===== src/rtl/button_pulse_conditioner_if.sv =====
// Button bundle between the raw push-button pins and the digit-entry logic.
// Levels and pulses only: there is no handshake, the consumer must sample every cycle.
interface button_pulse_conditioner_if #(
    parameter int NUM_BTN = 3
);
    logic [NUM_BTN-1:0] btn_raw;
    logic [NUM_BTN-1:0] btn_level;
    logic [NUM_BTN-1:0] btn_pulse;
    logic               conflict;

    modport master (
        output btn_raw,
        input  btn_level,
        input  btn_pulse,
        input  conflict
    );

    modport slave (
        input  btn_raw,
        output btn_level,
        output btn_pulse,
        output conflict
    );
endinterface


===== src/rtl/button_pulse_conditioner.sv =====
// Sync + debounce raw buttons into clean one-hot press pulses; index 0 wins ties.
// Latency DEBOUNCE_CYCLES+2 edges from first pressed sample; no backpressure, pulses are fire-and-forget.
module button_pulse_conditioner #(
    parameter int NUM_BTN         = 3,
    parameter int DEBOUNCE_CYCLES = 1,
    parameter bit ACTIVE_LOW      = 1'b0
) (
    input  logic                         clk,
    input  logic                         rst,
    button_pulse_conditioner_if.slave    bif
);
    localparam int                 CW       = $clog2(DEBOUNCE_CYCLES + 1);
    localparam logic [CW-1:0]      CNT_LAST = CW'(DEBOUNCE_CYCLES - 1);
    localparam logic [NUM_BTN-1:0] INV      = {NUM_BTN{ACTIVE_LOW}};

    logic [NUM_BTN-1:0] sync1;
    logic [NUM_BTN-1:0] sync2;
    logic [NUM_BTN-1:0] level;
    logic [NUM_BTN-1:0] level_nxt;
    logic [NUM_BTN-1:0] rise;
    logic [NUM_BTN-1:0] pulse;
    logic [NUM_BTN-1:0] pulse_nxt;
    logic               conflict;
    logic               conflict_nxt;
    logic [CW-1:0]      cnt     [NUM_BTN];
    logic [CW-1:0]      cnt_nxt [NUM_BTN];

    // Any sample that agrees with the accepted level restarts the run, so
    // bounces shorter than DEBOUNCE_CYCLES never reach the output.
    always_comb begin
        level_nxt = level;
        for (int i = 0; i < NUM_BTN; i++) begin
            cnt_nxt[i] = '0;
            if (sync2[i] != level[i]) begin
                if (cnt[i] == CNT_LAST) begin
                    level_nxt[i] = ~level[i];
                end else begin
                    cnt_nxt[i] = cnt[i] + CW'(1);
                end
            end
        end
        rise         = level_nxt & ~level;
        pulse_nxt    = rise & (~rise + NUM_BTN'(1));
        conflict_nxt = |(rise & (rise - NUM_BTN'(1)));
    end

    always_ff @(posedge clk or posedge rst) begin
        if (rst) begin
            sync1    <= '0;
            sync2    <= '0;
            level    <= '0;
            pulse    <= '0;
            conflict <= 1'b0;
            for (int i = 0; i < NUM_BTN; i++) begin
                cnt[i] <= '0;
            end
        end else begin
            sync1    <= bif.btn_raw ^ INV;
            sync2    <= sync1;
            level    <= level_nxt;
            pulse    <= pulse_nxt;
            conflict <= conflict_nxt;
            for (int i = 0; i < NUM_BTN; i++) begin
                cnt[i] <= cnt_nxt[i];
            end
        end
    end

    assign bif.btn_level = level;
    assign bif.btn_pulse = pulse;
    assign bif.conflict  = conflict;
endmodule

===== src/flat_wrapper.sv =====
// flat-port wrapper written by rule: the top's interface ports become plain ports
module button_pulse_conditioner_flat 
#(
    parameter int NUM_BTN         = 3,
    parameter int DEBOUNCE_CYCLES = 1,
    parameter bit ACTIVE_LOW      = 1'b0
)
  (clk, rst, bif_btn_raw, bif_btn_level, bif_btn_pulse, bif_conflict);
  button_pulse_conditioner_if #(.NUM_BTN(NUM_BTN)) bif_i ();
  input  logic clk;
  input  logic rst;
  input wire logic [$bits(bif_i.btn_raw)-1:0] bif_btn_raw;
  output wire logic [$bits(bif_i.btn_level)-1:0] bif_btn_level;
  output wire logic [$bits(bif_i.btn_pulse)-1:0] bif_btn_pulse;
  output wire logic [$bits(bif_i.conflict)-1:0] bif_conflict;
  assign bif_i.btn_raw = bif_btn_raw;
  assign bif_btn_level = bif_i.btn_level;
  assign bif_btn_pulse = bif_i.btn_pulse;
  assign bif_conflict = bif_i.conflict;
  button_pulse_conditioner #(.NUM_BTN(NUM_BTN), .DEBOUNCE_CYCLES(DEBOUNCE_CYCLES), .ACTIVE_LOW(ACTIVE_LOW)) u_core (.clk(clk), .rst(rst), .bif(bif_i));
endmodule

===== config.mk =====
export PLATFORM = sky130hd
export DESIGN_NAME = button_pulse_conditioner_flat
export DESIGN_NICKNAME = d
export VERILOG_FILES = /design/src/rtl/button_pulse_conditioner_if.sv /design/src/rtl/button_pulse_conditioner.sv /design/src/flat_wrapper.sv
export SDC_FILE = /design/constraint.sdc
export NUM_CORES = 1
export LEC_CHECK = 0
export BUFFER_PORTS_ARGS = -buffer_cell sky130_fd_sc_hd__buf_2
export CORE_AREA = 4 4 41 43
export DETAILED_ROUTE_END_ITERATION = 10
export DIE_AREA = 0 0 45 47
export SYNTH_ARGS = -nofsm -noshare
export SYNTH_HDL_FRONTEND = slang
export SYNTH_SLANG_ARGS = --single-unit

===== constraint.sdc =====
create_clock -name clk -period 0.9 [get_ports clk]
set_input_delay 0.225 -clock clk [delete_from_list [all_inputs] [get_ports clk]]
set_output_delay 0.225 -clock clk [all_outputs]
set_load 0.05 [all_outputs]

# Yosys cells after proc, flatten, opt, wreduce, memory -nomap -nowiden
# Cells that the tools add are included.
# totals
reg_bits	16
output_inout_bits	7
word_cells	37
# classes
add_sub_neg	5
eq_ne	3
mux	12
bitwise_logic	8
reduce_logical	1
# ops
cell	count
1-bit 2-to-1 mux	12
3-bit bitwise AND	3
3-bit NOT	2
1-bit adder (second input constant)	3
3-bit by 1-bit adder with 3-bit output (second input constant)	1
1-bit != test	3
1-bit NOT	3
3-bit OR reduction	1
3-bit by 1-bit subtractor with 3-bit output (second input constant)	1

# Depth between registers and ports, before layout
# Gate-level depths: netlist of the first run.
# logic_depth
word_depth	7
ltp_mapped	4
mapped_depth_nobuf	4

# Worst setup path before layout of the first run
# Ideal clock, no wire load.
# synth_timing
path_kind	register -> register
startpoint	register u_core.level[1] (netlist: u_core.bif.btn_level[1])
endpoint	register u_core.level[1] (netlist: u_core.bif.btn_level[1])
setup_ps	141
arrival_time_ps	1185
required_time_ps	759
path_slack_ps	-426
path_stages_with_launch	4
path_buffers	0
path_cell_list	dfrtp_1 > inv_1 > ha_1 > xnor2_1
# synth_via
elab_chain_cells	3
word_cells_on_any_way	4
classes_between	eq/ne (1); mux (2); bitwise (1)
# synth_rtl
element	line_no	source
from (decl)	button_pulse_conditioner.sv:18	logic [NUM_BTN-1:0] level;
from (signal assigned)	button_pulse_conditioner.sv:60	level <= level_nxt;
1-bit NOT	button_pulse_conditioner.sv:36	level_nxt[i] = ~level[i];
1-bit 2-to-1 mux	button_pulse_conditioner.sv:35	if (cnt[i] == CNT_LAST) begin
1-bit 2-to-1 mux (*)	button_pulse_conditioner.sv:34	if (sync2[i] != level[i]) begin
net u_core.level_nxt[1]	button_pulse_conditioner.sv:19	logic [NUM_BTN-1:0] level_nxt;
# Mark *: on every way through the listed nets, which the timed path passes. The rest lies on a longest branch.

# Final worst setup path of the first run
# layout_timing
startpoint	register u_core.level[0] (netlist: u_core.bif.btn_level[0])
endpoint	output bif_btn_level[0]
# layout_lines
element	line_no	source
to (decl)	flat_wrapper.sv:13	output wire logic [$bits(bif_i.btn_level)-1:0] bif_btn_level;
# No word-level cell between the ends.

==> reports/metrics.cfg, run 1 <==
[status]
outcome = finished with violations
violations = negative setup slack

[yosys]
synth_common_cells = dfrtp_1, ha_1, inv_1
yosysUniqueCellTypes = 8
synth_area_sq_um = 460
synth.avg_cell_area_sq_um = 15.3
synth_top_family_by_area = adder cells
muxShareOfSynthArea = 0
ys_warn_count = 0
synth_top_flop_cell = dfrtp_1
synthAdderAreaFrac = 0.136
yosysMostFrequentCell = dfrtp_1
ys_top_cells_by_area = dfrtp_1, ha_1, xnor2_1
synth_compound_area_frac = 0.0109
synth_cells = 30
ys_seq_elements = 13
synth.top_cell.area_share = 0.707
async_flop_share = 1.00
synthesis.nets = 40
synth_edf_count = 0
seq_area_frac_synth = 0.707
yosys.area.top_type = dfrtp_1
synth-simple-area-share = 0.0571
synthXorXnorAreaFrac = 0.0571

[die]
fp-row-count = 13
initial_core_util = 0.354
die_w_um = 45
die_h_um = 47
die_area_sq_um = 2120
core_area_sq_um = 1300
io_pins = 12

[sta]
maxSlewViolCount = 0
tns_ns = -1.55
timing.fmax_mhz = 934
fin_crit_ns = 1.07
fin_crit_sh = 1.19
fin_ws_ns = -0.171
hold_slack_ns = 0.0588
finalClockSkew_ns = 0.00273
hold_viol = 0
final-setup-viol-count = 14
slew_headroom = 0.869
worst_slew_pin_slew_ns = 0.197
rsz0062_at_grt = true

[worst_setup_path]
worstPathArrival_ns = 0.85
crit_type = reg2out
endpoint_kind = output pin
crit_family = flip-flops
worstSetupPathDepth = 1
cp_cell_sequence = buf_6
path_max_fanout = 3
cp.required_ns = 0.67
critPathMaxStageDelay_ns = 0.42
rr_worst_depth = 4
crit_buf_inv = 1
start_kind = flop
crit_slowest_cell = dfrtp_2

[finish]
final_cells = 69
fin_nets = 65
areaGrowthSynthToFinish_pct = 71.5
diodes = 0
fillers = 103
drive_above_1_share = 0.722
final_core_util = 0.607

[worst_hold_path]
min_path_cells = 1
hold_class = in2reg

[drt]
vias = 287
drc = 0
avgRoutedWirePerCell_um = 10.8
detail-route-antenna-nets = 0
vias_per_cell = 4.16
routed_wl_um = 747
drt_iter0_markers = 0
drt_pass1_iterations = 1

[placed_design]
placed_cells = 59
dp_hpwl_um = 535
gp_congestion = 0.627
portBuffers = 11

[power]
vdd_drop_max_v = 0.00221
power_w = 0.00291
power.density_nw_per_um2 = 3680
p_leak_nw = 0.367

[grt]
grt_pass1_wl_um = 1350
grt_pass1_vias = 343
antenna_found_initial = 0
grt_overflow = 0
grt_max_degree = 14
track_usage = 0.0957

[clocking]
clk_path_buf_depth = 2
cts_htree_levels = 1
cts.sinks = 13
clk_pin_slew_ns = 0.07
cts_tree = built
cts_root_buf = clkbuf_4
cts_buffers = 3
worstSkewPairLatency_ns = 0.26

[flow_run]
cap_violations = 0

## worst register-to-register path: stages, from the launching register on
cell and delay [ns]:
dfrtp_2 0.42, buf_4 0.14, inv_4 0.05, ha_4 0.19
xnor2_2 0.13
## flip-flops by register name (all words and copies together), names as in the netlist
name	count
u_core.bif.btn_pulse	3
u_core.bif.conflict	1
u_core.sync2	3
u_core.sync1	3
u_core.bif.btn_level	3
## layout make-up
cell class                      count  area [sq um]  area share
Inverter                            4          25.0      0.0317
Multi-Input combinational cell     13           209       0.265
Sequential cell                    13           330       0.418
Clock buffer                        4          26.3      0.0333
Tap cell                           15          18.8      0.0238
Timing Repair Buffer               20           180       0.228
## metrics by stage
step	area [sq um]	worst slack [ns]
4_1_cts	762	-0.188
6_report	790	-0.171
3_3_place_gp	616	-0.0307
3_5_place_dp	616	-0.0476
2_1_floorplan	519	-0.186
5_1_grt	790	-0.203
## cells in the final DEF, fill, tap and decap left out
master / netlist / layout
inv_1: 4 / 1
nor2b_4: 0 / 1
clkbuf_1: 0 / 1
ha_4: 0 / 5
xnor2_2: 0 / 2
inv_6: 0 / 1
dfrtp_1: 13 / 9
buf_2: 0 / 4
inv_4: 0 / 2
nand2_1: 2 / 2
dlygate4sd3_1: 0 / 1
clkbuf_4: 0 / 3
o21ai_2: 0 / 1
xnor2_1: 3 / 1
buf_4: 0 / 5
dfrtp_2: 0 / 4
buf_6: 0 / 10
nor3b_2: 1 / 1
## what timing repair did
action	in CTS	in global routing
pin swaps	2	0
hold endpoints to repair	13	0
buffers inserted	4	1
gates resized for setup	22	4
setup endpoints to repair	11	13
hold buffers	1	0
## logic make-up after synthesis
family	after synthesis
buffers and inverters	4
AO/OA/AOI/OAI	1
flip-flops	13
AND/OR/NAND/NOR	4
XOR/XNOR	3
adder cells (fa/ha/maj)	5
## routing by layer
layer	up-vias	wire length, um	global-route usage
li1	141	-	-
met1	134	249	0.0885
met2	10	430	0.172
met3	2	58	0.0230
met4	0	8	0.0877
met5	-	0	0
## final timing paths
| path | startpoint | end | slack, ns |
|---|---|---|---|
| worst max-delay path | u_core.bif.btn_level[0] | bif_btn_level[0] | -0.17 |
| worst min-delay path | bif_btn_raw[0] | u_core.sync1[0] | 0.06 |
| worst max register to register | u_core.bif.btn_level[0] | u_core.bif.btn_level[0] | -0.15 |
| worst min register to register | u_core.sync1[2] | u_core.sync2[2] | 0.35 |
| max in group asynchronous | rst | u_core.bif.btn_level[1] | 0.26 |
| min in group asynchronous | rst | u_core.sync1[0] | 0.47 |
## where the power goes
group          internal [W]  total [W]  switching [W]
registers          0.000741   0.000838      0.0000965
logic              0.000860    0.00173       0.000870
clock network      0.000171   0.000341       0.000170
Note: power is estimated with default switching activity, not from simulation.
==> run 2, diff against run 1 <==
==> constraint.sdc (replaced) <==
create_clock -name clk -period 0.9 [get_ports clk]
set_input_delay 0.225 -clock clk [delete_from_list [all_inputs] [get_ports clk]]
set_output_delay 0.225 -clock clk [all_outputs]
set_load 0.02 [all_outputs]
==> run 2 against run 1 <==
Compared with the run above: the run still ends with negative setup slack left; highest routed layer is now met3; utilization is 3.1 points lower; worst setup slack better by 0.021 ns; count of clock-buffer cells in the layout stayed put; clock power hardly changed; hold slack better by 0.0035 ns; clock skew is 0.00056 ns lower.
==> reports/metrics.cfg, run 2 (synthesized netlist as in run 1, its figures left out) <==
[placed_design]
portBuffers = 11  ; unchanged
pre_cts_slack_ns = -0.0403  ; was -0.0476 ns
dp_hpwl_um = 593  ; was 535 um
gp_congestion = 0.656  ; was 0.627

[worst_setup_path]
crit_type = reg2out  ; unchanged
cp_cell_sequence = buf_6  ; unchanged
start_kind = flop  ; unchanged
path_max_fanout = 3  ; unchanged
crit_buf_inv = 1  ; unchanged
critPathMaxStageDelay_ns = 0.43  ; was 0.42 ns
endpoint_kind = output pin  ; unchanged
worstPathArrival_ns = 0.82  ; was 0.85 ns
cp.required_ns = 0.67  ; about the same
crit_slowest_cell = dfrtp_2  ; unchanged
crit_family = flip-flops  ; unchanged

[drt]
drc = 0  ; unchanged
vias_per_cell = 4.13  ; was 4.16
drt_pass1_iterations = 1  ; unchanged
routed_wl_um = 785  ; was 747 um
vias = 277  ; was 287
avgRoutedWirePerCell_um = 11.7  ; was 10.8 um
drt_iter0_markers = 0  ; unchanged
detail-route-antenna-nets = 0  ; unchanged

[finish]
layout_commonest_cell = dfrtp_1  ; was buf_6
areaGrowthSynthToFinish_pct = 62.8  ; was 71.5%
final_core_util = 0.576  ; was 0.607
final_cell_mix = dfrtp_1, buf_6, buf_4  ; was buf_6, dfrtp_1, ha_4, buf_4
fin_nets = 63  ; was 65
diodes = 0  ; unchanged
drive_above_1_share = 0.673  ; was 0.722

[die]
fp-row-count = 13  ; unchanged
initial_core_util = 0.354  ; unchanged
core_area_sq_um = 1300  ; unchanged
io_pins = 12  ; unchanged
die_area_sq_um = 2120  ; unchanged
die_w_um = 45  ; unchanged
die_h_um = 47  ; unchanged

[clocking]
worstSkewPairLatency_ns = 0.26  ; about the same
cts_tree = built  ; unchanged
clk_pin_slew_ns = 0.08  ; was 0.07 ns
cts_htree_levels = 1  ; unchanged
clk_path_buf_depth = 2  ; unchanged
cts.sinks = 13  ; unchanged
cts_buffers = 3  ; unchanged
cts_root_buf = clkbuf_4  ; unchanged

[sta]
finalClockSkew_ns = 0.00217  ; was 0.00273 ns
slew_headroom = 0.859  ; was 0.869
rsz0062_at_grt = true  ; unchanged
final-setup-viol-count = 12  ; was 14
timing.fmax_mhz = 953  ; was 934 MHz
tns_ns = -1.29  ; was -1.55 ns
fin_crit_ns = 1.05  ; was 1.07 ns
maxSlewViolCount = 0  ; unchanged
hold_viol = 0  ; unchanged
worst_slew_pin_slew_ns = 0.212  ; was 0.197 ns
fin_crit_sh = 1.17  ; was 1.19
fin_ws_ns = -0.149  ; was -0.171 ns

[grt]
grt_pass1_wl_um = 1310  ; was 1350 um
grt_pass1_vias = 322  ; was 343
antenna_found_initial = 0  ; unchanged
grt_overflow = 0  ; unchanged
grt_max_degree = 14  ; unchanged
track_usage = 0.0911  ; was 0.0957

[power]
p_leak_nw = 0.356  ; was 0.367 nW
vdd_drop_max_v = 0.00149  ; was 0.00221 V
power.density_nw_per_um2 = 3350  ; was 3680 nW/um^2
power_w = 0.00251  ; was 0.00291 W

[status]
violations = negative setup slack  ; unchanged
outcome = finished with violations  ; unchanged

[worst_hold_path]
hold_class = in2reg  ; unchanged

[flow_run]
cap_violations = 0  ; unchanged

==> run 2: path summary, 6_finish.rpt <==
kind / start / end / slack (ns) / depth (start not counted)
min in group asynchronous: rst / u_core.sync2[0] / 0.47 / 4
max reg2reg: u_core.bif.btn_level[0] / u_core.bif.btn_level[0] / -0.15 / 4
min reg2reg: u_core.sync1[1] / u_core.sync2[1] / 0.36 / 0
max in group asynchronous: rst / u_core.bif.btn_level[1] / 0.26 / 4
min: bif_btn_raw[2] / u_core.sync1[2] / 0.06 / 1
max: u_core.bif.btn_level[2] / bif_btn_level[2] / -0.15 / 1
==> run 2: where the power goes <==
| group | internal (W) | switching [W] | total, W |
|---|---|---|---|
| Sequential | 0.000741 | 0.000103 | 0.000845 |
| Clock | 0.000171 | 0.000171 | 0.000342 |
| Combinational | 0.000773 | 0.000552 | 0.00132 |
==> run 2: metrics by stage <==
step / instances / hold WS, ns / area (sq um)
after floorplan: 30 / 0.102 / 507
after global placement: 59 / 0.212 / 603
after detailed placement: 59 / 0.219 / 603
after CTS: 67 / 0.0568 / 729
after global routing: 67 / 0.0480 / 749
final: 67 / 0.0623 / 749
==> run 2: area by class of cell <==
class / instances / area [sq um]
multi-input cells: 13 / 195
well taps: 15 / 18.8
clock buffers: 4 / 26.3
repair buffers: 18 / 158
inverters: 4 / 22.5
fillers: 107 / 552
flip-flops and latches: 13 / 329
==> run 2: metal layers <==
metal | vias up | GRT usage | share of wire
li1 | 138 | - | -
met1 | 129 | 0.0749 | 0.30
met2 | 10 | 0.184 | 0.61
met3 | 0 | 0.0307 | 0.088
met4 | 0 | 0.0526 | 0
met5 | - | 0 | 0
==> run 2: repair_timing <==
item                                   CTS  global route
pin swaps                                1             1
hold buffers                             1             0
resized for setup                       19             3
endpoints found under the hold margin   13             0
setup endpoints to repair               11            14
setup buffers                            3             0
==> run 3, diff against run 2 <==
--- a/config.mk
+++ b/config.mk
@@ -9,6 +9,7 @@
 export CORE_AREA = 4 4 41 43
 export DETAILED_ROUTE_END_ITERATION = 10
 export DIE_AREA = 0 0 45 47
+export PLACE_DENSITY = 0.56
 export SYNTH_ARGS = -nofsm -noshare
 export SYNTH_HDL_FRONTEND = slang
 export SYNTH_SLANG_ARGS = --single-unit
==> run 3 against run 2 <==
Compared with the run above: sequential power down 0.8%; die area unchanged; hold slack worse by 0.013 ns; the flow still finishes with violations (negative setup slack); clock power up 4%; sequential share of layout area down 1.5 points; maximum frequency down 0.55%; largest power group unchanged; power up 4.3%; via count up 4.0%; count of clock-buffer cells in the layout unchanged; clock skew up 0.00083 ns; combinational power up 8%.
==> reports/metrics.cfg, run 3 (synthesized netlist as in run 1, its figures left out) <==
[clocking]
cts.sinks = 13  ; unchanged
clk_pin_slew_ns = 0.08  ; about the same
cts_tree = built  ; unchanged
worstSkewPairLatency_ns = 0.27  ; was 0.26 ns
clk_path_buf_depth = 2  ; unchanged
cts_root_buf = clkbuf_4  ; unchanged
cts_buffers = 3  ; unchanged
cts_htree_levels = 1  ; unchanged

[status]
outcome = finished with violations  ; unchanged
violations = negative setup slack  ; unchanged

[placed_design]
gp_congestion = 0.643  ; was 0.656
dp_hpwl_um = 532  ; was 593 um
pre_cts_slack_ns = -0.0293  ; was -0.0403 ns
portBuffers = 11  ; unchanged

[worst_setup_path]
endpoint_kind = output pin  ; unchanged
cp.required_ns = 0.67  ; about the same
reg2reg_slack_ns = -0.14  ; was -0.15 ns
crit_family = flip-flops  ; unchanged
crit_slowest_cell = dfrtp_2  ; unchanged
crit_type = reg2out  ; unchanged
rr_worst_depth = 4  ; unchanged
cp_cell_sequence = buf_6  ; unchanged
crit_buf_inv = 1  ; unchanged
worstPathArrival_ns = 0.83  ; was 0.82 ns
path_max_fanout = 2  ; was 3
reg2reg_from = u_core.bif.btn_level[0]  ; unchanged
start_kind = flop  ; unchanged
critPathMaxStageDelay_ns = 0.42  ; was 0.43 ns
reg2reg_to = u_core.bif.btn_level[0]  ; unchanged

[sta]
slew_headroom = 0.865  ; was 0.859
rsz0062_at_grt = true  ; unchanged
maxSlewViolCount = 0  ; unchanged
hold_viol = 0  ; unchanged
worst_slew_pin_slew_ns = 0.202  ; was 0.212 ns
fin_crit_sh = 1.17  ; about the same
fin_ws_ns = -0.155  ; was -0.149 ns
fin_crit_ns = 1.06  ; was 1.05 ns
finalClockSkew_ns = 0.00300  ; was 0.00217 ns
tns_ns = -1.36  ; was -1.29 ns
timing.fmax_mhz = 948  ; was 953 MHz
final-setup-viol-count = 13  ; was 12

[grt]
gr-usage-met1 = 0.106  ; was 0.0749
met3_usage = 0.0230  ; was 0.0307
busiest_layer = met2  ; unchanged
grt_max_degree = 14  ; unchanged
grt_overflow = 0  ; unchanged
track_usage = 0.0918  ; was 0.0911
grt_pass1_vias = 325  ; was 322
antenna_found_initial = 0  ; unchanged
grtUsageMet2 = 0.147  ; was 0.184
grt_pass1_wl_um = 1340  ; was 1310 um

[die]
io_pins = 12  ; unchanged
die_area_sq_um = 2120  ; unchanged
die_h_um = 47  ; unchanged
fp-row-count = 13  ; unchanged
core_area_sq_um = 1300  ; unchanged
initial_core_util = 0.354  ; unchanged
die_w_um = 45  ; unchanged

[drt]
vias_per_cell = 4.30  ; was 4.13
vias = 288  ; was 277
detail-route-antenna-nets = 0  ; unchanged
drt_iter0_markers = 0  ; unchanged
drc = 0  ; unchanged
drt_pass1_iterations = 1  ; unchanged
avgRoutedWirePerCell_um = 11.9  ; was 11.7 um
routed_wl_um = 796  ; was 785 um

[power]
vdd_drop_max_v = 0.00135  ; was 0.00149 V
power.density_nw_per_um2 = 3380  ; was 3350 nW/um^2
p_leak_nw = 0.361  ; was 0.356 nW

[worst_hold_path]
holdPathEnd = u_core.sync1[1]  ; was u_core.sync1[2]
min_path_cells = 1  ; unchanged
min_from = bif_btn_raw[1]  ; was bif_btn_raw[2]
hold_class = in2reg  ; unchanged

[finish]
areaGrowthSynthToFinish_pct = 68.5  ; was 62.8%
fin_nets = 63  ; unchanged
drive_above_1_share = 0.692  ; was 0.673
final_core_util = 0.596  ; was 0.576
diodes = 0  ; unchanged
final_cell_mix = buf_6, dfrtp_1, ha_4  ; was dfrtp_1, buf_6, buf_4

[flow_run]
cap_violations = 0  ; unchanged

## run 3: cell types whose count changed in the layout (fill, tap and decap cells not counted)
cell and change:
o21ai_2 +1, inv_2 -1, buf_6 +2, inv_6 +1
ha_4 +1, ha_2 -1, o21ai_1 -1, buf_4 -2
## run 3: through the flow
step	std cells	hold slack, ns	total power [W]	instance area [sq um]
6_report	67	0.0491	0.00262	776
4_1_cts	67	0.0426	0.00242	731
3_3_place_gp	59	0.211	0.00162	603
3_5_place_dp	59	0.221	0.00166	603
5_1_grt	67	0.0412	0.00278	776
2_1_floorplan	30	0.102	0.00138	507
## run 3: per-layer routing
| layer | share of wire | wire (um) |
|---|---|---|
| met5 | 0 | 0 |
| met4 | 0.019 | 15 |
| met3 | 0.067 | 53 |
| met2 | 0.49 | 393 |
| met1 | 0.42 | 334 |
## run 3: worst max path at each step
stage                            start                       to  slack [ns]  cells after the start
3_3_place_gp   u_core.bif.btn_level[1]  u_core.bif.btn_level[1]       -0.01                      3
3_5_place_dp   u_core.bif.btn_level[0]  u_core.bif.btn_level[0]       -0.03                      3
4_1_cts        u_core.bif.btn_level[1]         bif_btn_level[1]       -0.16                      1
2_1_floorplan  u_core.bif.btn_level[2]  u_core.bif.btn_level[2]       -0.08                      3
6_report       u_core.bif.btn_level[1]         bif_btn_level[1]       -0.16                      1
5_1_grt        u_core.bif.btn_level[1]         bif_btn_level[1]       -0.18                      1
## run 3: layout make-up
class                           count  area [sq um]
Clock buffer                        4          26.3
Fill cell                         101           526
Inverter                            4          27.5
Multi-Input combinational cell     13           209
Sequential cell                    13           329
Tap cell                           15          18.8
Timing Repair Buffer               18           165
## run 3: timing repair
action | 4_1_cts | 5_1_grt
cloned | 0 | 0
pin swaps | 1 | 3
hold buffers | 1 | 0
endpoints found under the hold margin | 13 | 0
setup buffers | 3 | 0
endpoints found under the setup margin | 11 | 14
resized for setup | 19 | 9
## run 3: power breakdown
group	switching (W)	internal, W
logic	0.000604	0.000823
registers	0.0000971	0.000741
clock network	0.000184	0.000172
total	0.000885	0.00174
